`src/rtl/hgc_pixel.sv`:
```
// MDA/Hercules pixel serialiser: captures a text or graphics cell on load and
// emits one registered pixel per pix_ce, with attribute, cursor and blink decode.
module hgc_pixel (
  input  logic        clk,
  input  logic        reset,
  input  logic        pix_ce,
  input  logic        load,
  input  logic        gfx_mode,
  input  logic [7:0]  char_code,
  input  logic [7:0]  char_bits,
  input  logic [7:0]  attr,
  input  logic [15:0] gfx_word,
  input  logic        de,
  input  logic        cursor,
  input  logic        ul_row,
  input  logic        blink_en,
  input  logic        vsync,
  output logic        video,
  output logic        intensity
);

  logic [4:0]  frame;
  logic        vsync_q;
  logic [15:0] shift_q;
  logic [3:0]  remain_q;
  logic        mode_q, de_q, cursor_q, ul_q, blink_q;
  logic [7:0]  attr_q;

  logic        dot8;
  logic [15:0] load_bits;
  logic        c_mode, c_de, c_cursor, c_ul, c_blink, c_dot;
  logic [7:0]  c_attr;
  logic        invisible, reverse, underline;
  logic        fg_v, fg_i, bg_v, bg_i;
  logic        pix_v, pix_i;

  // Text cells occupy the top 9 bits of the shifter; the 9th dot only
  // extends into the gap for the line-drawing range 0xC0-0xDF.
  assign dot8      = (char_code[7:5] == 3'b110) & char_bits[0];
  assign load_bits = gfx_mode ? gfx_word : {char_bits, dot8, 7'b0};

  always_comb begin
    c_mode   = mode_q;
    c_de     = de_q;
    c_cursor = cursor_q;
    c_ul     = ul_q;
    c_blink  = blink_q;
    c_attr   = attr_q;
    c_dot    = shift_q[15];
    if (load) begin
      c_mode   = gfx_mode;
      c_de     = de;
      c_cursor = cursor;
      c_ul     = ul_row;
      c_blink  = blink_en;
      c_attr   = attr;
      c_dot    = load_bits[15];
    end
  end

  always_comb begin
    invisible = (c_attr[6:4] == 3'b000) && (c_attr[2:0] == 3'b000);
    reverse   = (c_attr[6:4] == 3'b111) && (c_attr[2:0] == 3'b000);
    underline = (c_attr[2:0] == 3'b001);
    fg_v = 1'b1;
    fg_i = c_attr[3];
    bg_v = 1'b0;
    bg_i = 1'b0;
    if (reverse) begin
      fg_v = 1'b0;
      fg_i = 1'b0;
      bg_v = 1'b1;
      bg_i = c_attr[7] & ~c_blink;
    end
    pix_v = 1'b0;
    pix_i = 1'b0;
    if (c_mode) begin
      pix_v = c_de & c_dot;
    end else if (!c_de) begin
      pix_v = 1'b0;
    end else if (c_cursor && frame[3]) begin
      pix_v = fg_v;
      pix_i = fg_i;
    end else if (invisible) begin
      pix_v = bg_v;
      pix_i = bg_i;
    end else if (underline && c_ul) begin
      pix_v = fg_v;
      pix_i = fg_i;
    end else if (c_blink && c_attr[7] && frame[4]) begin
      pix_v = bg_v;
      pix_i = bg_i;
    end else begin
      pix_v = c_dot ? fg_v : bg_v;
      pix_i = c_dot ? fg_i : bg_i;
    end
  end

  always_ff @(posedge clk) begin
    if (reset) begin
      frame     <= 5'd0;
      vsync_q   <= 1'b0;
      shift_q   <= 16'd0;
      remain_q  <= 4'd0;
      mode_q    <= 1'b0;
      de_q      <= 1'b0;
      cursor_q  <= 1'b0;
      ul_q      <= 1'b0;
      blink_q   <= 1'b0;
      attr_q    <= 8'd0;
      video     <= 1'b0;
      intensity <= 1'b0;
    end else begin
      vsync_q <= vsync;
      if (vsync && !vsync_q) frame <= frame + 5'd1;
      if (pix_ce) begin
        if (load) begin
          shift_q   <= {load_bits[14:0], 1'b0};
          remain_q  <= gfx_mode ? 4'd15 : 4'd8;
          mode_q    <= gfx_mode;
          de_q      <= de;
          cursor_q  <= cursor;
          ul_q      <= ul_row;
          blink_q   <= blink_en;
          attr_q    <= attr;
          video     <= pix_v;
          intensity <= pix_i;
        end else if (remain_q != 4'd0) begin
          shift_q   <= {shift_q[14:0], 1'b0};
          remain_q  <= remain_q - 4'd1;
          video     <= pix_v;
          intensity <= pix_i;
        end else begin
          video     <= 1'b0;
          intensity <= 1'b0;
        end
      end
    end
  end

endmodule

```
`config.mk`:
```
export PLATFORM = sky130hd
export DESIGN_NAME = hgc_pixel
export DESIGN_NICKNAME = d
export VERILOG_FILES = /design/src/rtl/hgc_pixel.sv
export SDC_FILE = /design/constraint.sdc
export NUM_CORES = 1
export LEC_CHECK = 0
export BUFFER_PORTS_ARGS = -buffer_cell sky130_fd_sc_hd__buf_2
export CORE_MARGIN = 2
export CORE_UTILIZATION = 47
export CTS_CLUSTER_DIAMETER = 100
export DETAILED_ROUTE_END_ITERATION = 7
export PLACE_DENSITY = 0.79
export SYNTH_ARGS = -nofsm -noshare
export SYNTH_HDL_FRONTEND = slang
export SYNTH_SLANG_ARGS = --single-unit
```
`constraint.sdc`:
```
create_clock -name clk -period 1.5 [get_ports clk]
set_input_delay 0.3 -clock clk [delete_from_list [all_inputs] [get_ports clk]]
set_output_delay 0.3 -clock clk [all_outputs]
set_load 0.05 [all_outputs]
```
Word-level counts from Yosys, hierarchy flattened
Cells that the tools add are included.

storage, ports and cells
  word-level logic and storage cells = 69
  register bits after elaboration = 41
  input port bits = 50

cells by class
  mux-type cells = 35
  bitwise operators = 4
  add/subtract/negate cells = 2
  eq/ne operators = 3
  reductions and logical operators = 13

operators with widths
  cell                   number
  $mux W16               3
  $mux W1                28
  $mux W4                2
  $mux W8                1
  $logic_and A1 B1 Y1    7
  $eq A3 B3 Y1 const B   2
  $logic_not A3 Y1       2
  $add A5 B1 Y5 const B  1
  $reduce_bool A4 Y1     1
  $sub A4 B1 Y4 const B  1
  $and A1 B1 Y1          3
  $eq A3 B1 Y1 const B   1
  $mux W3                1
  $reduce_and A2 Y1      1
  $reduce_bool A2 Y1     1
  $logic_not A1 Y1       1
  $not A1 Y1             1

Longest topological paths before layout
Gate-level depths: netlist of the first run.

  depth in word-level cells = 13
  depth in mapped cells = 8
  gate-level depth less buffers = 7

Worst setup path after synthesis of the first run
Ideal clock, no wire load.

  path type = in2reg
  from = input port load
  to = register intensity
  library setup time = 130 ps
  cell stages on the path = 6
  arrival time = 1,401 ps
  setup slack = -31 ps
  data required time = 1,370 ps
  cell sequence = buf_4 > or3b_1 > o22a_1 > and3b_1 > o2111ai_1 > o211ai_1

between the ends
  longest elaborated chain between the ends = 13

RTL lines
  what                                                         line    RTL
  start, declared                                              7       input logic load,
  $mux W8 / $mux W1 (equally long branches)                    50      if (load) begin
  $eq A3 B3 Y1 (tied with other cells)                         63      reverse = (c_attr[6:4] == 3'b111) && (c_attr[2:0] == 3'b000);
  $logic_and A1 B1 Y1 / $and A1 B1 Y1 (equally long branches)  63, 73
  $mux W1                                                      69      if (reverse) begin
  $mux W1                                                      95      pix_i = c_dot ? fg_i : bg_i;
  $mux W1                                                      90      end else if (c_blink && c_attr[7] && frame[4]) begin
  $mux W1                                                      87      end else if (underline && c_ul) begin
  $mux W1                                                      84      end else if (invisible) begin
  $mux W1                                                      81      end else if (c_cursor && frame[3]) begin
  $mux W1                                                      79      end else if (!c_de) begin
  $mux W1                                                      77      if (c_mode) begin
  $mux W1                                                      128     end else if (remain_q != 4'd0) begin
  $mux W1 (*)                                                  117     if (load) begin
  end signal, assigned                                         127     intensity <= pix_i;
  end signal, assigned                                         132     intensity <= pix_i;
  end, declared                                                19      output logic intensity

Mark *: on every way between the ends. The rest lies on a longest branch, timed or not.
A chain may end at the register's enable or synchronous reset.

Worst setup path after layout of the first run
  from = register attr_q[1]
  to = register video

between the ends
  longest elaborated chain between the ends = 13

RTL lines
  what                    line    RTL
  start, declared         27      logic [7:0] attr_q;
  start signal, assigned  125     attr_q <= attr;
  $mux W8 (*)             50
  $logic_not A3 Y1        62, 63
  $logic_and A1 B1 Y1     63
  $mux W1                 69
  $mux W1                 94      pix_v = c_dot ? fg_v : bg_v;
  $mux W1                 90
  $mux W1                 87
  $mux W1                 84
  $mux W1 (*)             81
  $mux W1 (*)             79
  $mux W1 (*)             77
  $mux W1                 128
  $mux W1 (*)             117
  end signal, assigned    126     video <= pix_v;
  end signal, assigned    131     video <= pix_v;
  end, declared           18      output logic video,

Marked as above.

==> results of run 1 <==
-- cell usage after synthesis (3+ instances only) --
| cell | n |
|---|---|
| ha_1 | 3 |
| mux2_2 | 3 |
| nand2_1 | 47 |
| inv_1 | 4 |
| nor2_1 | 19 |
| o211ai_1 | 8 |
| a21oi_1 | 26 |
| nor3_1 | 8 |
| xor2_1 | 3 |
| nand3_1 | 4 |
| nor2b_1 | 3 |
| dfxtp_1 | 40 |
| a221oi_1 | 6 |
| buf_2 | 7 |
| mux2i_1 | 10 |
| clkbuf_1 | 9 |
| o21ai_0 | 7 |
| nand4_1 | 3 |
-- state kept, by name, summed over array words and instances (netlist names) --
signal,cells
vsync_q,1
frame,5
de_q,1
shift_q,15
cursor_q,1
remain_q,4
ul_q,1
mode_q,1
video,1
attr_q,8
intensity,1
blink_q,1
-- cell usage in the layout (no fill, tap or decap), drive strengths merged, types with 2 or more instances in the layout --
master / instances
o22a: 2
and2: 2
nand2b: 2
mux2i: 10
ha: 3
inv: 4
nand3b: 2
nor2: 19
a221o: 2
a211oi: 2
nor2b: 4
xor2: 3
clkbuf: 8
nand2: 47
mux2: 3
o21ai: 8
nor3: 8
nand3: 4
dfxtp: 40
or3: 2
a221oi: 6
o211ai: 8
a21oi: 26
nand4: 3
buf: 79
-- logic make-up (layout without fill, tap and decap cells) --
| logic type | count (synthesis) | in the layout | share of synthesized area, % |
|---|---|---|---|
| compound gates | 63 | 63 | 21.02 |
| buf+inv | 21 | 91 | 4.635 |
| fa+ha+maj | 3 | 3 | 1.905 |
| mux | 13 | 13 | 6.794 |
| xor+xnor | 4 | 4 | 1.778 |
| flops | 40 | 40 | 40.64 |
| simple gates | 99 | 99 | 23.24 |
-- routing by layer --
layer  GRT usage (%)  vias up
li1                -      997
met1           26.93      995
met2           40.87       48
met3           5.032       14
met4           8.333        0
met5               0        -
-- repair_timing --
item,CTS,global route
pin swaps,9,7
gates cloned,0,0
buffers inserted,5,2
setup endpoints to repair,20,17
resized for setup,14,19
-- power by group --
group | internal (mW) | switching [mW]
clock network | 0.375 | 0.358
logic | 0.311 | 0.310
registers | 1.13 | 0.0478
-- cell type report --
class,instances,area [um^2]
Fill cell,341,1349
Multi-Input combinational cell,182,1210
Sequential cell,40,804.5
Timing Repair Buffer,79,498.0
Clock buffer,8,90.09
Tap cell,50,62.56
Inverter,4,15.01
-- worst max-delay path, delay by kind of cell (launching register included) --
family	cells	cell delay, ps
and+or+nand+nor	3	670
AOI/OAI and AO/OA	2	410
DFF	1	320
-- metrics by stage --
| step | cells | hold slack (ps) | setup TNS [ps] |
|---|---|---|---|
| floorplan | 243 | 428.2 | 0 |
| global placement | 348 | 439.6 | -498.9 |
| detailed placement | 348 | 448.7 | -1105 |
| CTS | 361 | 229.8 | -19.87 |
| global route | 363 | 257.2 | -225.3 |
| finish | 363 | 231.5 | 0 |
-- worst max-delay path by stage --
| stage | from | to | slack [ps] | depth (start not counted) |
|---|---|---|---|---|
| final | attr_q[1]$_SDFFE_PP0P_ | video$_SDFFE_PP0P_ | 20 | 5 |
| after global routing | remain_q[1]$_SDFFE_PP0P_ | remain_q[2]$_SDFFE_PP0P_ | -60 | 8 |
| after CTS | remain_q[0]$_SDFFE_PP0P_ | shift_q[9]$_SDFFE_PP0P_ | -8 | 8 |
| after detailed placement | load | video$_SDFFE_PP0P_ | -230 | 7 |
| after global placement | load | intensity$_SDFFE_PP0P_ | -130 | 6 |
| after floorplan | load | intensity$_SDFFE_PP0P_ | 10 | 6 |
==> results.md, run 1 <==
* Top-area cell type share of the netlist area at 40.63%
* Number of DRC markers in iteration 0 at 144
* Routed WL per cell at 14.82 um
* Setup ws final at 16.08 ps
* RSZ-0062 raised after global routing: yes
* Post-Route WL at 5380 um
* WP data arrival at 1690 ps
* Diodes inserted at 0
* Met3 Wirelength at 235 um
* CTS tree: built
* Initial antenna violation count at 0
* Synth warn at 0
* Hold Crit Class: in2reg
* Primary FF master, synth: dfxtp_1
* Row cnt at 23
* Syn nets at 296
* Num CTS Buffers at 5
* Async SR Flop Fraction at 0%
* FF-to-FF Start: attr_q[1]$_SDFFE_PP0P_
* Main area contributors after synthesis: dfxtp_1 41%, nand2_1 9.0%, a21oi_1 6.6%, mux2i_1 5.1%, nor2_1 3.6%
* Layout area overhead at 36.00%
* Data required, critical path at 1710 ps
* Hold Buf Count CTS at 0
* Drt via density at 5.658
* Buffers on Ports at 46
* WL met1 at 2164 um
* CP Cell Sequence: or3_4 -> o22a_1 -> nor2b_2 -> nand2b_1 -> a311oi_2
* Status: completed
* Residual DRC count at 0
* Max Cap Violations at 0
* Core footprint at 0.004029 mm^2
* Power per cell area at 946.0 mW/mm^2
* Vias in the first global route at 1876
* Max-slew violations at 0
* Post-detail-place hpwl at 3308 um
* Mapped Area at 0.001971 mm^2
* Clock-pin slew on the worst setup and hold paths at 80 ps
* Initial Utilization at 48.91%
* Detailed-router iteration count before antenna repair at 4
* Worst skew pair latency at 290 ps
* CP max stage cell: or3_4
* Largest net degree at the start of global routing at 21
* P_leak at 1.118 nW
* Relative slew margins at 72.51%
* Post-layout nets at 365
* Die H at 68.75 um
* R2R cell count at 5
* CP max stage delay at 380 ps
* Yosys cell types at 44
* Seq/Total Area, Yosys at 40.63%
* Vias at 2054
* Global Route Usage Sum at 22.96%
* Mapped Cells at 243
* #FFs+latches synth at 40
* H-tree depth at 2
* Final period utilization at 98.93%
* Max Buffers Root-to-Sink at 2
* Pre-CTS setup slack at -230.3 ps
* I/O pins at 52
* Fin Clk Skew at 6.247 ps
* Reg2reg end: video$_SDFFE_PP0P_
* Synth area leader: dfxtp_1
* First-pass GRT wire length at 7969 um
* Post-route cell area at 0.002680 mm^2
* Crit end category: register
* Crit path kind: reg2reg
* Grt ovf at 0
* Final setup fails at 0
* Post-route ant nets at 0
* Die area at 0.004727 mm^2
* Maximum vdd drop at 515.0 uV
* Placed cell area at 0.002400 mm^2
* Hold Crit Depth at 2
* CP Max Fanout at 2
* Root Buffer: clkbuf_8
* Max layer used: met4
* Met2 routed WL at 2855 um
* Hold endpoint: vsync_q$_SDFF_PP0_
* GPL Wtd Cong at 0.8766
* Sink Count at 40
* R2R setup slack at 20 ps
* HP Start: vsync
* Final hold violations at 0
* Actual slew at the worst max-slew pin at 400.9 ps
* Post-synthesis average cell area at 8.110 um^2
* Pwr Total at 2.535 mW
* Share of layout cells above drive strength 1 at 36.74%
* Number of synthesized flops with an enable pin at 0
* Die Wd at 68.75 um
* Fin util at 66.52%
* Fmax at 0.6739 GHz
* Worst setup SP type: register
* Period minus WS final at 1484 ps
(Power assumes the default switching activity.)
==> run 2, diff against run 1 <==
--- a/config.mk
+++ b/config.mk
@@ -5,12 +5,13 @@
 export SDC_FILE = /design/constraint.sdc
 export NUM_CORES = 1
 export LEC_CHECK = 0
+export ABC_AREA = 1
 export BUFFER_PORTS_ARGS = -buffer_cell sky130_fd_sc_hd__buf_2
 export CORE_MARGIN = 2
-export CORE_UTILIZATION = 47
+export CORE_UTILIZATION = 48
 export CTS_CLUSTER_DIAMETER = 100
 export DETAILED_ROUTE_END_ITERATION = 7
-export PLACE_DENSITY = 0.79
+export PLACE_DENSITY = 0.8
 export SYNTH_ARGS = -nofsm -noshare
 export SYNTH_HDL_FRONTEND = slang
 export SYNTH_SLANG_ARGS = --single-unit
==> run 2 against run 1 <==
  * The run now ends with setup timing left
  * Synthesized area rose by 11%
  * Sequential power barely moved
  * Power rose by 6.6%
  * Critical path type unchanged
==> results.md, run 2 <==
* Status: complete, but fails checks
* Failing checks: setup timing
* Regs by FF count: shift_q x15, attr_q x8, frame x5
* Initial Utilization at 50.11%
* Hold Buf Count CTS at 0
* Setup TNS at -377.4 ps
* Die Wd at 71.43 um
* Clock share of power at 33.1%
* Initial antenna violation count at 0
* Detailed-router iteration count before antenna repair at 4
* RSZ-0062 raised after global routing: yes
* Top-area cell type share of the netlist area at 36.70%
* Actual slew at the worst max-slew pin at 356.0 ps
* Vias at 2284
* R2R cell count at 8
* Pre-CTS setup slack at -123.4 ps
* Row cnt at 24
* Worst skew pair latency at 290 ps
* Power per cell area at 963.8 mW/mm^2
* Hold Crit Class: in2reg
* Synth warn at 0
* Count leader, synth: nand2_1
* Number of synthesized flops with an enable pin at 0
* Drt via density at 5.144
* Buffers on Ports at 46
* Fin util at 64.43%
* Num CTS Buffers at 5
* Crit end category: register
* Final std cells w/o fill at 444
* Final hold violations at 0
* First-pass GRT wire length at 8169 um
* Seq/Total Area, Yosys at 36.70%
* Worst setup SP type: register
* Cell family with most CP delay: simple AND/OR/NAND/NOR gates
* Period minus WS final at 1566 ps
* WP data arrival at 1740 ps
* Yosys cell types at 35
* Psw at 0.7824 mW
* Commonest non-fill, non-tap cell in the layout: nand2_1
* Sequential share of power at 44.1%
* Share of layout cells above drive strength 1 at 28.32%
* Most frequent cells in the layout: 74 x nand2_1, 45 x buf_2, 42 x inv_1
* CP Cell Sequence: inv_2 -> ha_4 -> nor3b_4 -> nand2_2 -> nand2_4 -> clkinvlp_4 -> nand2_1 -> a31oi_1
* Global Route Usage Sum at 19.76%
* Post-layout nets at 444
* Residual DRC count at 0
* Setup ws final at -65.91 ps
* Mapped Area at 0.002182 mm^2
* CP max stage delay at 340 ps
* Routed WL per cell at 12.02 um
* Vias in the first global route at 1933
* Post-route ant nets at 0
* Dpl cells at 429
* Root Buffer: clkbuf_8
* Post-detail-place hpwl at 3434 um
* GPL Wtd Cong at 0.8023
* Hold Crit Depth at 3
* CP max stage cell: dfxtp_2
* Fin Clk Skew at 9.750 ps
* Layout area overhead at 28.56%
* Main area contributors after synthesis: dfxtp_1 37%, nand2_1 13%, o21ai_0 8.3%, inv_1 7.7%, a21oi_1 6.2%
* Net Sw Frac at 28.94%
* H-tree depth at 2
* Sink Count at 40
* Core footprint at 0.004354 mm^2
* #FFs+latches synth at 40
* Crit path buffers/inverters at 2
* Max Cap Violations at 0
* Primary FF master, synth: dfxtp_1
* Max Buffers Root-to-Sink at 2
* Final setup fails at 9
* Data required, critical path at 1670 ps
* I/O pins at 52
* Syn nets at 379
* Relative slew margins at 76.08%
* Crit path kind: reg2reg
* Largest register FFs at 15
* P_leak at 1.396 nW
* Max-slew violations at 0
* Mapped Cells at 326
* Clock-pin slew on the worst setup and hold paths at 80 ps
* Final period utilization at 104.4%
* Crit. path cell count at 8
* Internal power at 1.921 mW
* Largest net degree at the start of global routing at 22
* Die area at 0.005102 mm^2
* Biggest register: shift_q
* Grt ovf at 0
* Combinational Power Share at 22.8%
* CP Max Fanout at 8
* Synth area leader: dfxtp_1
* Synth top cells by count: 76 x nand2_1, 45 x inv_1, 40 x dfxtp_1, 36 x nor2_1, 36 x o21ai_0
* Diodes inserted at 0
* CTS tree: built
* Number of DRC markers in iteration 0 at 205
* Async SR Flop Fraction at 0%
* Post-Route WL at 5336 um
* Maximum vdd drop at 615.9 uV
* Post-synthesis average cell area at 6.694 um^2
* Fmax at 0.6386 GHz
* Die H at 71.43 um
[run 2: cell types whose count changed after synthesis, moves of 4 or more]
cell / delta
nand2_1: +29
mux2i_1: -10
nor2_1: +17
clkbuf_1: -4
nor3_1: -5
inv_1: +41
o21ai_0: +29
nand3_1: +4
[run 2: cell type report]
cell class                 count  area, um^2
tap                           52       65.06
fill                         371        1549
clock buffer                   5       68.82
sequential                    40       803.3
timing repair buffer          72       447.9
timing repair inverter         2       15.01
inverter                      47       185.2
clock inverter                 3       47.55
multi-input combinational    223        1172
[run 2: cell families (layout without fill, tap and decap cells)]
kind of cell               after synthesis  in the layout  synth area share, %
and+or+nand+nor                        134            134                25.29
AOI/OAI and AO/OA                       84             84                22.48
buffers and inverters                   63            129                13.02
DFF                                     40             40                36.70
adders and majority gates                3              3                1.720
xor gates and xnor gates                 2              2               0.8029
[run 2: final timing paths]
check,from,endpoint,slack [ps]
setup / recovery,remain_q[1]$_SDFFE_PP0P_,shift_q[9]$_SDFFE_PP0P_,-70
hold / removal,vsync,vsync_q$_SDFF_PP0_,220
setup reg to reg,remain_q[1]$_SDFFE_PP0P_,shift_q[9]$_SDFFE_PP0P_,-70
hold reg to reg,shift_q[1]$_SDFFE_PP0P_,shift_q[1]$_SDFFE_PP0P_,470
[run 2: power groups by stage]
stage	combinational, mW	sequential, mW	clock [mW]
floorplan	0.349	1.20	0
finish	0.616	1.19	0.894
detailed placement	0.516	1.20	0
CTS	0.541	1.18	0.905
global placement	0.499	1.20	0
global route	0.690	1.20	0.957
[run 2: through the flow]
stage | instance area (um^2) | power [mW] | hold slack (ps)
2_1_floorplan | 2182 | 1.548 | 424.9
5_1_grt | 2805 | 2.848 | 223.5
3_3_place_gp | 2545 | 1.701 | 452.0
6_report | 2805 | 2.704 | 218.8
4_1_cts | 2701 | 2.630 | 219.2
3_5_place_dp | 2545 | 1.721 | 460.6
[run 2: timing repair]
action	CTS	global route
gates resized for setup	8	30
setup endpoints to repair	17	20
pin swaps	0	5
cloned	2	0
setup buffers	0	5
[run 2: tightest hold or removal path, cell delays in order]
cell	delay (ps)
buf_2	70
inv_1	40
nor2_1	70
[run 2: routing by layer]
layer | vias up | global-route usage, % | wire [um]
met1 | 1004 | 25.29 | 2266
met4 | 0 | 3.774 | 111
met3 | 16 | 3.797 | 281
li1 | 1186 | - | -
met5 | - | 0 | 0
met2 | 78 | 34.88 | 2676
==> run 3, diff against run 2 <==
--- a/config.mk
+++ b/config.mk
@@ -7,6 +7,7 @@
 export LEC_CHECK = 0
 export ABC_AREA = 1
 export BUFFER_PORTS_ARGS = -buffer_cell sky130_fd_sc_hd__buf_2
+export CORE_ASPECT_RATIO = 0.8
 export CORE_MARGIN = 2
 export CORE_UTILIZATION = 48
 export CTS_CLUSTER_DIAMETER = 100
==> run 3 against run 2 <==
  * The run still ends with setup timing left
  * Clock skew down 2.4 ps
  * Clock-buffer cell count up 1
  * Combinational power about the same
  * Sequential share of layout area up 0.22 points
  * Register-to-register slack better by 30 ps
  * Power down 7.8%
  * Via count down 0.57%
  * Die area about the same
  * First-iteration DRC count down 23%
  * Non-clock buffer count up 1
  * Critical path type unchanged
==> results.md, run 3 (synthesis gave the netlist of run 2 again) <==
* Status: complete, but fails checks
* Failing checks: setup timing
* I/O pins at 52
* H-tree depth at 2
* Pwr Total at 2.492 mW
* Internal power at 1.743 mW
* Max Cap Violations at 0
* Final std cells w/o fill at 447
* Buffers on Ports at 46
* Final hold violations at 0
* Largest register FFs at 15
* Vias in the first global route at 1984
* Global Route Usage Sum at 21.19%
* R2R cell count at 11
* Actual slew at the worst max-slew pin at 317.4 ps
* Reg2reg end: shift_q[8]$_SDFFE_PP0P_
* Max-slew violations at 0
* Worst skew pair latency at 290 ps
* GPL Wtd Cong at 0.8080
* First-pass GRT wire length at 8521 um
* Post-Route WL at 5319 um
* Post-route ant nets at 0
* Max Buffers Root-to-Sink at 2
* Detailed-router iteration count before antenna repair at 4
* Combinational Power Share at 24.7%
* Hold Crit Class: in2reg
* Post-detail-place hpwl at 3466 um
* Initial antenna violation count at 0
* Setup TNS at -119.4 ps
* FF-to-FF Start: remain_q[0]$_SDFFE_PP0P_
* Relative slew margins at 78.67%
* RSZ-0062 raised after global routing: yes
* Most frequent cells in the layout: 74 x nand2_1, 46 x buf_2, 42 x inv_1
* P_leak at 1.388 nW
* Post-layout nets at 443
* Crit path kind: reg2reg
* Hold endpoint: vsync_q$_SDFF_PP0_
* Clock-pin slew on the worst setup and hold paths at 80 ps
* Maximum vdd drop at 616.6 uV
* Die H at 64.31 um
* Grt ovf at 0
* Drt via density at 5.081
* Net Sw Frac at 30.08%
* Power per cell area at 895.2 mW/mm^2
* Routed WL per cell at 11.90 um
* CP Max Fanout at 17
* Layout area overhead at 27.58%
* Root Buffer: clkbuf_8
* Die Wd at 79.38 um
* Setup ws final at -39.49 ps
* Period minus WS final at 1539 ps
* Final period utilization at 102.6%
* Sink Count at 40
* Final setup fails at 7
* Die area at 0.005105 mm^2
* Data required, critical path at 1700 ps
* Fin util at 65.00%
* Row cnt at 21
* Biggest register: shift_q
* Residual DRC count at 0
* Clock share of power at 27.5%
* HP Start: vsync
* Core footprint at 0.004283 mm^2
* Share of layout cells above drive strength 1 at 27.69%
* WP data arrival at 1740 ps
* Initial Utilization at 50.95%
* Fin Clk Skew at 7.390 ps
* Hold Crit Depth at 3
* Regs by FF count: shift_q x15, attr_q x8, frame x5
* Commonest non-fill, non-tap cell in the layout: nand2_1
* CTS tree: built
* Crit end category: register
* Fmax at 0.6496 GHz
* Worst setup SP type: register
* R2R setup slack at -40 ps
* Sequential share of power at 47.8%
* Dpl cells at 435
* Diodes inserted at 0
* Largest net degree at the start of global routing at 22
* Number of DRC markers in iteration 0 at 158
* Hold Buf Count CTS at 0
* Vias at 2271
* Num CTS Buffers at 5
* Psw at 0.7495 mW
## run 3: through the flow
stage	area (um^2)	worst slack, ps	hold WS (ps)
after floorplan	2182	60.22	424.9
after global placement	2571	-93.40	452.2
after detailed placement	2571	-107.5	462.6
after CTS	2709	1.958	228.2
after global routing	2784	-162.1	241.3
final	2784	-39.49	230.1
## run 3: power groups by stage
stage	combinational (mW)	clock [mW]	sequential, mW
finish	0.614	0.686	1.19
global route	0.696	0.737	1.20
CTS	0.559	0.690	1.18
detailed placement	0.522	0	1.20
global placement	0.509	0	1.20
floorplan	0.349	0	1.20
## run 3: worst max path at each step
stage	to	cells past startpoint	slack (ps)	from
floorplan	shift_q[7]$_SDFFE_PP0P_	9	60	remain_q[0]$_SDFFE_PP0P_
global placement	video$_SDFFE_PP0P_	13	-90	load
detailed placement	shift_q[7]$_SDFFE_PP0P_	8	-110	remain_q[0]$_SDFFE_PP0P_
CTS	remain_q[3]$_SDFFE_PP0P_	8	2	remain_q[0]$_SDFFE_PP0P_
global route	shift_q[8]$_SDFFE_PP0P_	11	-160	remain_q[0]$_SDFFE_PP0P_
finish	shift_q[8]$_SDFFE_PP0P_	11	-40	remain_q[0]$_SDFFE_PP0P_
## run 3: routing by layer
metal	vias up	part of all wire [%]	GRT usage (%)
met5	-	0	0
met4	0	2.2	7.759
met3	12	6.0	4.096
met2	78	45	34.75
met1	1001	47	27.72
li1	1180	-	-
## run 3: timing repair
item | 4_1_cts | 5_1_grt
buffers inserted | 3 | 2
setup endpoints to repair | 18 | 19
resized for setup | 10 | 25
endpoints found under the hold margin | 0 | 0
pin swaps | 2 | 2
## run 3: cell type report
cell class                      instances  area, um^2
Clock inverter                          1       5.005
Inverter                               47       185.2
Tap cell                               57       71.32
Timing Repair Buffer                   73       474.2
Clock buffer                            6       72.57
Sequential cell                        40       803.3
Fill cell                             381        1499
Multi-Input combinational cell        223        1172
## run 3: worst max-delay path: stages, from the launching register on
cell	delay (ps)
dfxtp_2	330
inv_2	70
ha_4	130
nor3b_4	210
nand2_2	120
nand2_4	100
clkinvlp_4	100
buf_12	160
nand2_2	50
o211ai_1	70
nand2_1	60
inv_1	30
